===== src/rtl/tdp18k_preload_ctl.sv =====
`default_nettype none
// ============================================================================
// Module   : tdp18k_preload_ctl
// Brief    : Bulk-preload sequencer for a TDP18K_FIFO tile PL_* port with
//            optional readback and additive-checksum verification.
// Revision : 1.0 - initial release
// ============================================================================
module tdp18k_preload_ctl #(
  parameter logic [19:0] RAM_ID    = 20'h00401,
  parameter bit          BROADCAST = 1'b0,
  parameter bit          VERIFY    = 1'b1
) (
  input  logic        CLK_i,
  input  logic        RST_ni,
  input  logic        START_i,
  input  logic        ABORT_i,
  input  logic [9:0]  BASE_ADDR_i,
  input  logic [10:0] WORDS_i,
  input  logic        DIN_VALID_i,
  input  logic [17:0] DIN_i,
  output logic        DIN_READY_o,
  output logic        PL_INIT_o,
  output logic        PL_ENA_o,
  output logic        PL_WEN_o,
  output logic        PL_REN_o,
  output logic [31:0] PL_ADDR_o,
  output logic [17:0] PL_DATA_IN_o,
  input  logic [17:0] PL_DATA_OUT_i,
  output logic        BUSY_o,
  output logic        DONE_o,
  output logic        ERR_o,
  output logic [17:0] CHKSUM_o
);

  typedef enum logic [2:0] {
    S_IDLE   = 3'd0,
    S_WRITE  = 3'd1,
    S_READ   = 3'd2,
    S_DRAIN  = 3'd3,
    S_FINISH = 3'd4
  } state_t;

  localparam logic [10:0] c_MAX_WORDS = 11'd1024;

  state_t      r_state;
  state_t      w_next;
  logic [9:0]  r_base;
  logic [9:0]  r_addr;
  logic [10:0] r_len;
  logic [10:0] r_cnt;
  logic [17:0] r_chksum;
  logic [17:0] r_rsum;
  logic        r_rd_vld;
  logic        r_err;
  logic [10:0] w_words;
  logic        w_accept;
  logic        w_mismatch;

  assign w_words    = (WORDS_i > c_MAX_WORDS) ? c_MAX_WORDS : WORDS_i;
  assign w_mismatch = VERIFY && (r_rsum != r_chksum);

  always_comb begin
    w_next      = r_state;
    DIN_READY_o = 1'b0;
    PL_ENA_o    = 1'b0;
    PL_WEN_o    = 1'b0;
    PL_REN_o    = 1'b0;
    DONE_o      = 1'b0;
    w_accept    = 1'b0;
    case (r_state)
      S_IDLE: begin
        if (START_i) w_next = (w_words == 11'd0) ? S_FINISH : S_WRITE;
      end
      S_WRITE: begin
        PL_ENA_o = 1'b1;
        if (ABORT_i) begin
          w_next = S_FINISH;
        end else begin
          DIN_READY_o = 1'b1;
          PL_WEN_o    = DIN_VALID_i;
          w_accept    = DIN_VALID_i;
          if (DIN_VALID_i && r_cnt == 11'd1) w_next = VERIFY ? S_READ : S_FINISH;
        end
      end
      S_READ: begin
        PL_ENA_o = 1'b1;
        if (ABORT_i) begin
          w_next = S_FINISH;
        end else begin
          PL_REN_o = 1'b1;
          if (r_cnt == 11'd1) w_next = S_DRAIN;
        end
      end
      S_DRAIN: begin
        PL_ENA_o = 1'b1;
        w_next   = S_FINISH;
      end
      S_FINISH: begin
        DONE_o = 1'b1;
        w_next = S_IDLE;
      end
      default: w_next = S_IDLE;
    endcase
  end

  assign BUSY_o       = (r_state != S_IDLE);
  assign PL_INIT_o    = BROADCAST & PL_ENA_o;
  // The tile ID field never changes; only the word address follows the job.
  assign PL_ADDR_o    = {RAM_ID, 2'b00, (PL_ENA_o ? r_addr : 10'd0)};
  assign PL_DATA_IN_o = (r_state == S_WRITE) ? DIN_i : 18'd0;
  assign ERR_o        = r_err | ((r_state == S_FINISH) & w_mismatch);
  assign CHKSUM_o     = r_chksum;

  always_ff @(posedge CLK_i or negedge RST_ni) begin
    if (!RST_ni) begin
      r_state  <= S_IDLE;
      r_base   <= 10'd0;
      r_addr   <= 10'd0;
      r_len    <= 11'd0;
      r_cnt    <= 11'd0;
      r_chksum <= 18'd0;
      r_rsum   <= 18'd0;
      r_rd_vld <= 1'b0;
      r_err    <= 1'b0;
    end else begin
      r_state  <= w_next;
      r_rd_vld <= PL_REN_o;
      // Data returned this cycle belongs to the address issued last cycle.
      if (r_rd_vld) r_rsum <= r_rsum + PL_DATA_OUT_i;
      case (r_state)
        S_IDLE: begin
          if (START_i) begin
            r_base   <= BASE_ADDR_i;
            r_addr   <= BASE_ADDR_i;
            r_len    <= w_words;
            r_cnt    <= w_words;
            r_chksum <= 18'd0;
            r_rsum   <= 18'd0;
            r_err    <= 1'b0;
          end
        end
        S_WRITE: begin
          if (ABORT_i) begin
            r_err <= 1'b1;
          end else if (w_accept) begin
            r_chksum <= r_chksum + DIN_i;
            if (r_cnt == 11'd1) begin
              r_addr <= r_base;
              r_cnt  <= r_len;
            end else begin
              r_addr <= r_addr + 10'd1;
              r_cnt  <= r_cnt - 11'd1;
            end
          end
        end
        S_READ: begin
          if (ABORT_i) begin
            r_err <= 1'b1;
          end else begin
            r_addr <= r_addr + 10'd1;
            r_cnt  <= r_cnt - 11'd1;
          end
        end
        S_DRAIN: begin
          if (ABORT_i) r_err <= 1'b1;
        end
        S_FINISH: begin
          r_err <= r_err | w_mismatch;
        end
        default: ;
      endcase
    end
  end

endmodule
`default_nettype wire


===== config.mk =====
export PLATFORM = sky130hd
export DESIGN_NAME = tdp18k_preload_ctl
export DESIGN_NICKNAME = d
export VERILOG_FILES = /design/src/rtl/tdp18k_preload_ctl.sv
export SDC_FILE = /design/constraint.sdc
export NUM_CORES = 1
export LEC_CHECK = 0
export CORE_UTILIZATION = 65
export DETAILED_ROUTE_END_ITERATION = 8
export DONT_BUFFER_PORTS = 1
export HOLD_SLACK_MARGIN = 0.03
export PLACE_DENSITY_LB_ADDON = 0.2
export SYNTH_ARGS = -nofsm -noshare
export SYNTH_HDL_FRONTEND = slang
export SYNTH_SLANG_ARGS = --single-unit

===== constraint.sdc =====
create_clock -name CLK_i -period 6.2 [get_ports CLK_i]
set_input_delay 1.86 -clock CLK_i [delete_from_list [all_inputs] [get_ports CLK_i]]
set_output_delay 1.86 -clock CLK_i [all_outputs]
set_load 0.01 [all_outputs]

Word level (Yosys, flattened, before mapping)
Cells that the tools add are included.

word-level totals
  bits in registers = 83
  input port bits = 62
  output and inout port bits = 76
  logic and storage cells = 82

operators by class
  $add $sub $neg = 4
  order comparisons = 1
  eq/ne operators = 13
  multiplexer cells = 39
  bitwise gates (word level) = 3
  reduce and logical (&&, ||, !) cells = 13

operator list
  operator                                                              number
  18-bit two-way mux                                                    7
  11-bit two-way mux                                                    6
  10-bit two-way mux                                                    6
  18-bit adder                                                          2
  18-bit one-hot mux with 2 select lines                                1
  11-bit one-hot mux with 3 select lines                                1
  10-bit one-hot mux with 3 select lines                                1
  3-bit two-way mux                                                     6
  18-bit inequality test                                                1
  3-bit one-hot mux with 4 select lines                                 1
  11-bit by 1-bit == test with 1-bit output, second input constant      1
  11-bit greater-than comparator, second input constant                 1
  11-bit logical NOT                                                    1
  11-bit by 1-bit subtractor with 11-bit output, second input constant  1
  10-bit by 1-bit adder with 10-bit output, second input constant       1
  1-bit two-way mux                                                     9
  3-bit nonzero test                                                    3
  2-bit inequality test, second input constant                          4
  3-bit by 2-bit == test with 1-bit output, second input constant       2
  3-bit inequality test, second input constant                          2
  3-bit AND reduction                                                   2
  5-bit AND reduction                                                   1
  4-bit AND reduction                                                   1
  3-bit by 1-bit == test with 1-bit output, second input constant       1
  other kinds (10)                                                      11

Longest topological paths before layout
Gate-level depths: netlist (run 1).

  word-level depth = 6
  depth in mapped cells = 9
  mapped depth without buffers = 9

Worst setup path before layout (run 1)
OpenSTA, ideal clock, no wires.

  path kind = input to output
  from = input ABORT_i
  to = output PL_WEN_o
  arrival time = 2.554 ns
  data required time = 4.340 ns
  setup slack = 1.786 ns
  stages on the path = 5
  path buffers = 2
  cells stage by stage = clkbuf_1 inv_1 nand3_2 inv_2 buf_4

between the ends
  cells in the longest elaborated chain, start to end = 2

ends and longest elaborated chain
  element            RTL line  text
  from (decl)        16        input logic ABORT_i,
  1-bit two-way mux  76        if (ABORT_i) begin
  1-bit two-way mux  70        case (r_state)
  to (decl)          24        output logic PL_WEN_o,

Every way passes these cells.

Final worst setup path (run 1)
  from = register r_state[2]
  to = output PL_WEN_o

between the ends
  cells in the longest elaborated chain, start to end = 2

ends and longest elaborated chain
  element                                   RTL line  text
  from (decl)                               45        state_t r_state;
  from (signal assigned)                    126       r_state <= w_next;
  3-bit by 1-bit == test with 1-bit output  70
  1-bit two-way mux                         70

Every way passes these cells.

==> results of run 1 <==
logic make-up (layout without fill, tap and decap cells):
family / Yosys count / in the layout / share of synthesized area [%]
buffers and inverters: 83 / 43 / 6.530
AO/OA/AOI/OAI: 239 / 239 / 24.87
flip-flops: 83 / 83 / 31.42
other: 2 / 23 / 0.1136
adder cells (fa/ha/maj): 39 / 39 / 7.609
AND/OR/NAND/NOR: 297 / 297 / 23.70
XOR/XNOR: 33 / 33 / 4.373
multiplexers: 9 / 9 / 1.382
sequential cells by signal, summed over array words and instances, names as in the netlist:
register / flops
CHKSUM_o: 18
r_addr: 10
r_base: 10
r_cnt: 11
r_err: 1
r_len: 11
r_rd_vld: 1
r_rsum: 18
r_state: 3
cells in the final DEF, fill, tap and decap left out, types with 4 or more instances in the layout:
master,n
a211oi_1,7
a21o_1,18
a21oi_1,51
a221oi_1,6
a221oi_2,6
a222oi_1,8
a22o_1,7
a31oi_1,8
a32o_1,5
and2_1,33
and3_1,5
clkbuf_8,10
conb_1,23
dfrtp_1,83
ha_1,37
inv_1,23
mux2i_1,8
nand2_1,85
nand2b_1,6
nand3_1,19
nand4_1,6
nor2_1,51
nor2b_1,13
nor3_1,27
nor3b_1,9
nor4_1,12
nor4b_1,4
o211ai_1,4
o21a_1,9
o21ai_0,49
o21ai_1,25
o21bai_1,4
or3_1,6
xnor2_1,9
xor2_1,24
final timing paths:
check	endpoint	slack, ns	cells past startpoint
setup reg to reg	CHKSUM_o[17]	3.16	7
hold reg to reg	r_base[8]	0.48	2
setup / recovery	PL_WEN_o	1.63	3
hold / removal	r_base[8]	0.48	2
max in group asynchronous	r_rsum[0]	4.85	0
min in group asynchronous	r_len[8]	1.16	0
through the flow:
step,instance area [sq um],hold WS [ns],instances,power (mW)
global route,6746,0.5094,899,2.946
global placement,6536,0.4563,883,2.238
detailed placement,6536,0.4621,883,2.294
finish,6746,0.4824,899,2.749
floorplan,6689,0.4404,806,2.013
CTS,6746,0.4822,899,2.728
area by class of cell:
type                       count  area share (%)
timing repair buffer           2          0.2226
sequential                    83           30.79
inverter                      25           1.391
tap                          133           2.467
clock buffer                  10           2.040
clock inverter                 6           1.076
multi-input combinational    640           62.02
tightest hold or removal path: stages, from the launching register on:
cell and delay [ns]:
dfrtp_1 0.35, nand2_1 0.05, nand2_1 0.06
metal layers:
| layer | track usage, % | vias to the layer above |
|---|---|---|
| li1 | - | 2781 |
| met1 | 42.27 | 2868 |
| met2 | 55.23 | 254 |
| met3 | 7.797 | 39 |
| met4 | 14.52 | 0 |
| met5 | 0 | - |
power breakdown:
group / internal, mW / switching [mW]
combinational: 0.516 / 0.812
clock: 0.202 / 0.228
sequential: 0.728 / 0.263
==> flow_summary_export.csv, run 1 <==
group,metric,value,unit
outcome,status,"finished, final reports clean",
synth,yosys_warnings,0,
global_route,grt_max_degree,84,
cts,root_buffer,"clkbuf_8",
sta,hold_viol_final,0,
pwr,vdd_drop_max,240.2,uV
synth,yosysMostFrequentCell,"nand2_1",
sta,worst_pin_slew,1.117,ns
synth,synth_commonest_cells,"85 x nand2_1, 83 x dfrtp_1, 51 x a21oi_1, 51 x nor2_1, 49 x o21ai_0",
final_layout,antenna_cells,0,
global_route,grt_pass1_wl,27170,um
cts,post_cts_resized,0,
final_layout,nets,862,
routing,dr_total_vias,5942,
synth,avgSynthCellArea,8.420,sq um
final_layout,regArea,2077,sq um
synth,syn-instance-count,785,
worst_hold_path,hold_path.class,"reg -> reg",
synth,seq_area_frac_synth,31.42,%
sta,drv_slew,0,
sta,timing.final.crit_share,73.67,%
cts,cts_tree,"built",
cts,clock_path_buffers,2,
synth,ys.flop_type,"dfrtp_1",
routing,wire_per_inst,19.22,um
floorplan,row_count,36,
floorplan,coreArea,9819,sq um
placed_design,dp_hpwl,12380,um
routing,route.met2.wl,8438,um
routing,drt_first_iter_violations,442,
worst_setup_path,r2r-start,"r_state[2]",
global_route,gr-total-overflow,0,
worst_setup_path,crit_path_cell_trace,"nor3b_4 -> nand3_2 -> inv_2",
routing,wl_met3,1375,um
global_route,grt_pass1_vias,5592,
cts,clock-sinks,83,
flow_run,drv_cap,0,
cts,postCtsSetupRepairBufs,0,
cts,clock_latency,0.38,ns
worst_setup_path,crit_path_max_incr_delay,0.81,ns
final_layout,multi_input_area,4184,sq um
synth,synth_top_area_share,31.42,%
routing,ant_nets,0,
worst_setup_path,endpoint_kind,"primary output",
placed_design,port_buffers,0,
final_layout,fill_cells,808,
sta,rsz0062_at_grt,"false",
routing,drc,0,
worst_setup_path,critPathArrivalTime,2.71,ns
pwr,leakage,3.075,nW
global_route,antenna_found_initial,0,
synth,yosys.cell_types.count,77,
global_route,grt_use_total,33.52,%
synth,synth_edf_count,0,
synth,ys_ff_latch,83,
cts,holdBufCountCts,0,
worst_setup_path,cp.buffers_inverters,1,
worst_setup_path,critPathLaunch,"r_state[2]",
sta,fmax,218.9,MHz
synth,synth-async-reset-ratio,100.0,%
placed_design,gp_congestion,0.8903,
placed_design,dpl_worst_slack,1.685,ns
cts,cts_max_level,3,
sta,tns,0,ns
worst_hold_path,min_from,"r_base[8]",
worst_setup_path,crit_family,"simple AND/OR/NAND/NOR gates",
routing,highest_layer,"met4",
worst_setup_path,critPathSlowestCell,"nor3b_4",
routing,wl_met1,7029,um
floorplan,start_util,67.32,%
floorplan,die_y,102.8,um
synth,yosysTopAreaCell,"dfrtp_1",
worst_setup_path,required,4.34,ns
worst_setup_path,cp_max_fo,22,
worst_setup_path,crit_type,"reg -> out",
final_layout,drive_above_1_share,6.005,%
floorplan,dieArea,10580,sq um
sta,setup_viol,0,
routing,vias_per_cell,6.610,
cts,cts.clk_slew.worst_paths,0.09,ns
sta,finClkSkew,0.01498,ns
floorplan,ios,138,
final_layout,utilization,68.71,%
worst_setup_path,worst_setup_path_start_kind,"flip-flop",
cts,numCtsBuffers,9,
synth,synthTopCellsByArea,"dfrtp_1 31%, ha_1 7.0%, nand2_1 4.8%, a21oi_1 3.9%, o21ai_0 3.7%",
floorplan,die_w,102.8,um
routing,drt_first_pass_iters,5,
sta,relSlewSlack,25.55,%
synth,netlist_area,6610,sq um
pwr,powerDensity,407.5,nW/um^2
sta,timing.final.crit_period,4.567,ns
sta,setup_ws,1.633,ns
final_layout,area.growth.synth_to_final,2.063,%
routing,drt-total-wl,17280,um
(Power assumes the default switching activity.)
==> inputs of run 2 (changes only) <==
Settings changed: CORE_UTILIZATION 65 to 59.
Clock period 6.2 ns to 4.15 ns, I/O delays scaled along.
==> run 2 against run 1 <==
Net effect:
- clock power is 48% higher
- total power is 49% higher
- setup slack worse by 0.90 ns
- routed wire length is 1.0% higher
- first-iteration DRC count is 26% higher
- clock skew is 0.00054 ns lower
- sequential cell count stayed put
- via count is 0.20% lower
- critical path type unchanged
- critical endpoint is now ERR_o
- largest cell class unchanged
==> flow_summary_export.csv, run 2 (synthesis results as in run 1) <==
group,metric,value,unit
global_route,antenna_found_initial,0,
floorplan,coreArea,10890,sq um
cts,cts_max_level,3,
final_layout,antenna_cells,0,
pwr,vdd_drop_max,335.8,uV
sta,setup_ws,0.7331,ns
cts,clock_path_buffers,2,
floorplan,dieArea,11630,sq um
routing,drc,0,
global_route,grt_pass1_wl,27260,um
cts,holdBufCountCts,0,
sta,hold_viol_final,0,
pwr,powerDensity,606.2,nW/um^2
routing,vias_per_cell,6.531,
worst_hold_path,hold_path_end,"r_base[8]",
global_route,grt_use_total,30.39,%
worst_setup_path,rrSetupSlack,1.40,ns
worst_setup_path,reg2reg_depth,6,
sta,finClkSkew,0.01444,ns
final_layout,fin_area,6778,sq um
final_layout,area.growth.synth_to_final,2.536,%
worst_setup_path,worst_setup_path_start_kind,"flip-flop",
sta,drv_slew,0,
worst_hold_path,hold_depth,2,
worst_setup_path,crit_type,"reg -> out",
global_route,grt_max_degree,84,
floorplan,row_count,38,
worst_setup_path,r2r-start,"r_cnt[4]",
sta,timing.final.crit_share,82.33,%
placed_design,place_area,6575,sq um
sta,relSlewSlack,37.43,%
worst_hold_path,min_from,"r_base[8]",
floorplan,die_y,107.8,um
worst_setup_path,endpoint_kind,"primary output",
routing,drt-total-wl,17460,um
cts,root_buffer,"clkbuf_8",
placed_design,dpl_worst_slack,0.8987,ns
worst_hold_path,hold_path.class,"reg -> reg",
routing,ant_nets,0,
worst_setup_path,cp_max_fo,4,
global_route,gr-total-overflow,0,
cts,cts_tree,"built",
worst_setup_path,required,2.90,ns
flow_run,drv_cap,0,
sta,tns,0,ns
final_layout,final_cell_count_no_fill,908,
sta,rsz0062_at_grt,"false",
outcome,status,"finished, final reports clean",
sta,fmax,292.7,MHz
worst_setup_path,timing.rr.end,"r_cnt[5]",
placed_design,dp_hpwl,13000,um
placed_design,dp_cells,894,
cts,post_cts_resized,0,
routing,wire_per_inst,19.23,um
cts,postCtsSetupRepairBufs,0,
floorplan,ios,138,
placed_design,port_buffers,0,
cts,clock-sinks,83,
floorplan,die_w,107.8,um
cts,clock_latency,0.37,ns
final_layout,nets,866,
final_layout,layout_common_cells,"85 x nand2_1, 83 x dfrtp_1, 51 x a21oi_1, 51 x nor2_1, 49 x o21ai_0",
final_layout,final_common_cell,"nand2_1",
sta,whs,0.4860,ns
final_layout,drive_above_1_share,6.250,%
cts,numCtsBuffers,9,
routing,dr_total_vias,5930,
sta,setup_viol,0,
cts,cts.clk_slew.worst_paths,0.08,ns
placed_design,gp_congestion,0.9646,
floorplan,start_util,60.71,%
pwr,leakage,3.096,nW
sta,timing.final.crit_period,3.417,ns
worst_setup_path,critPathArrivalTime,2.17,ns
sta,worst_pin_slew,0.9386,ns
global_route,grt_pass1_vias,5515,
routing,drt_first_pass_iters,6,
routing,drt_first_iter_violations,556,
run 2: cell count changes in the layout (fill, tap and decap cells not counted), sizes merged:
cell,before,now
clkbuf,10,9
buf,2,6
bufinv,1,2
inv,27,26
clkinvlp,1,0
run 2: worst max-delay path, stage by stage (launching register included):
cell,delay (ns)
dfrtp_1,0.48
xor2_1,0.18
nor4_1,0.35
nand4_1,0.13
nor4_1,0.49
nor2_1,0.18
run 2: area by class of cell:
| class | instances | area, sq um |
|---|---|---|
| repair buffers | 6 | 45.04 |
| fillers | 940 | 4110 |
| multi-input cells | 640 | 4184 |
| inverters | 25 | 93.84 |
| well taps | 140 | 175.2 |
| flip-flops and latches | 83 | 2077 |
| clock inverters | 5 | 78.83 |
| clock buffers | 9 | 123.9 |
run 2: stage by stage:
stage	util, %	total power [mW]
3_3_place_gp	60.39	3.384
3_5_place_dp	60.39	3.462
4_1_cts	62.25	4.097
6_report	62.25	4.109
2_1_floorplan	-	3.007
5_1_grt	62.25	4.400
run 2: worst max path at each step:
stage	to	depth (start not counted)	from	slack [ns]
5_1_grt	ERR_o	5	CHKSUM_o[5]	0.56
3_3_place_gp	CHKSUM_o[16]	9	DIN_i[0]	0.99
6_report	ERR_o	5	CHKSUM_o[5]	0.73
2_1_floorplan	PL_WEN_o	5	ABORT_i	0.97
4_1_cts	ERR_o	5	CHKSUM_o[5]	0.61
3_5_place_dp	CHKSUM_o[16]	9	DIN_i[0]	0.90
run 2: report_power, final:
part           leakage (nW)  internal [mW]  switching, mW
Sequential             1.08           1.09          0.392
Clock                 0.105          0.333          0.302
Combinational          1.91          0.786           1.21
run 2: per-layer routing:
| layer | vias up | global-route usage (%) | share of wire, % |
|---|---|---|---|
| li1 | 2783 | - | - |
| met1 | 2855 | 37.15 | 41 |
| met2 | 251 | 51.42 | 49 |
| met3 | 41 | 7.082 | 7.0 |
| met4 | 0 | 12.13 | 2.7 |
| met5 | - | 0 | 0 |
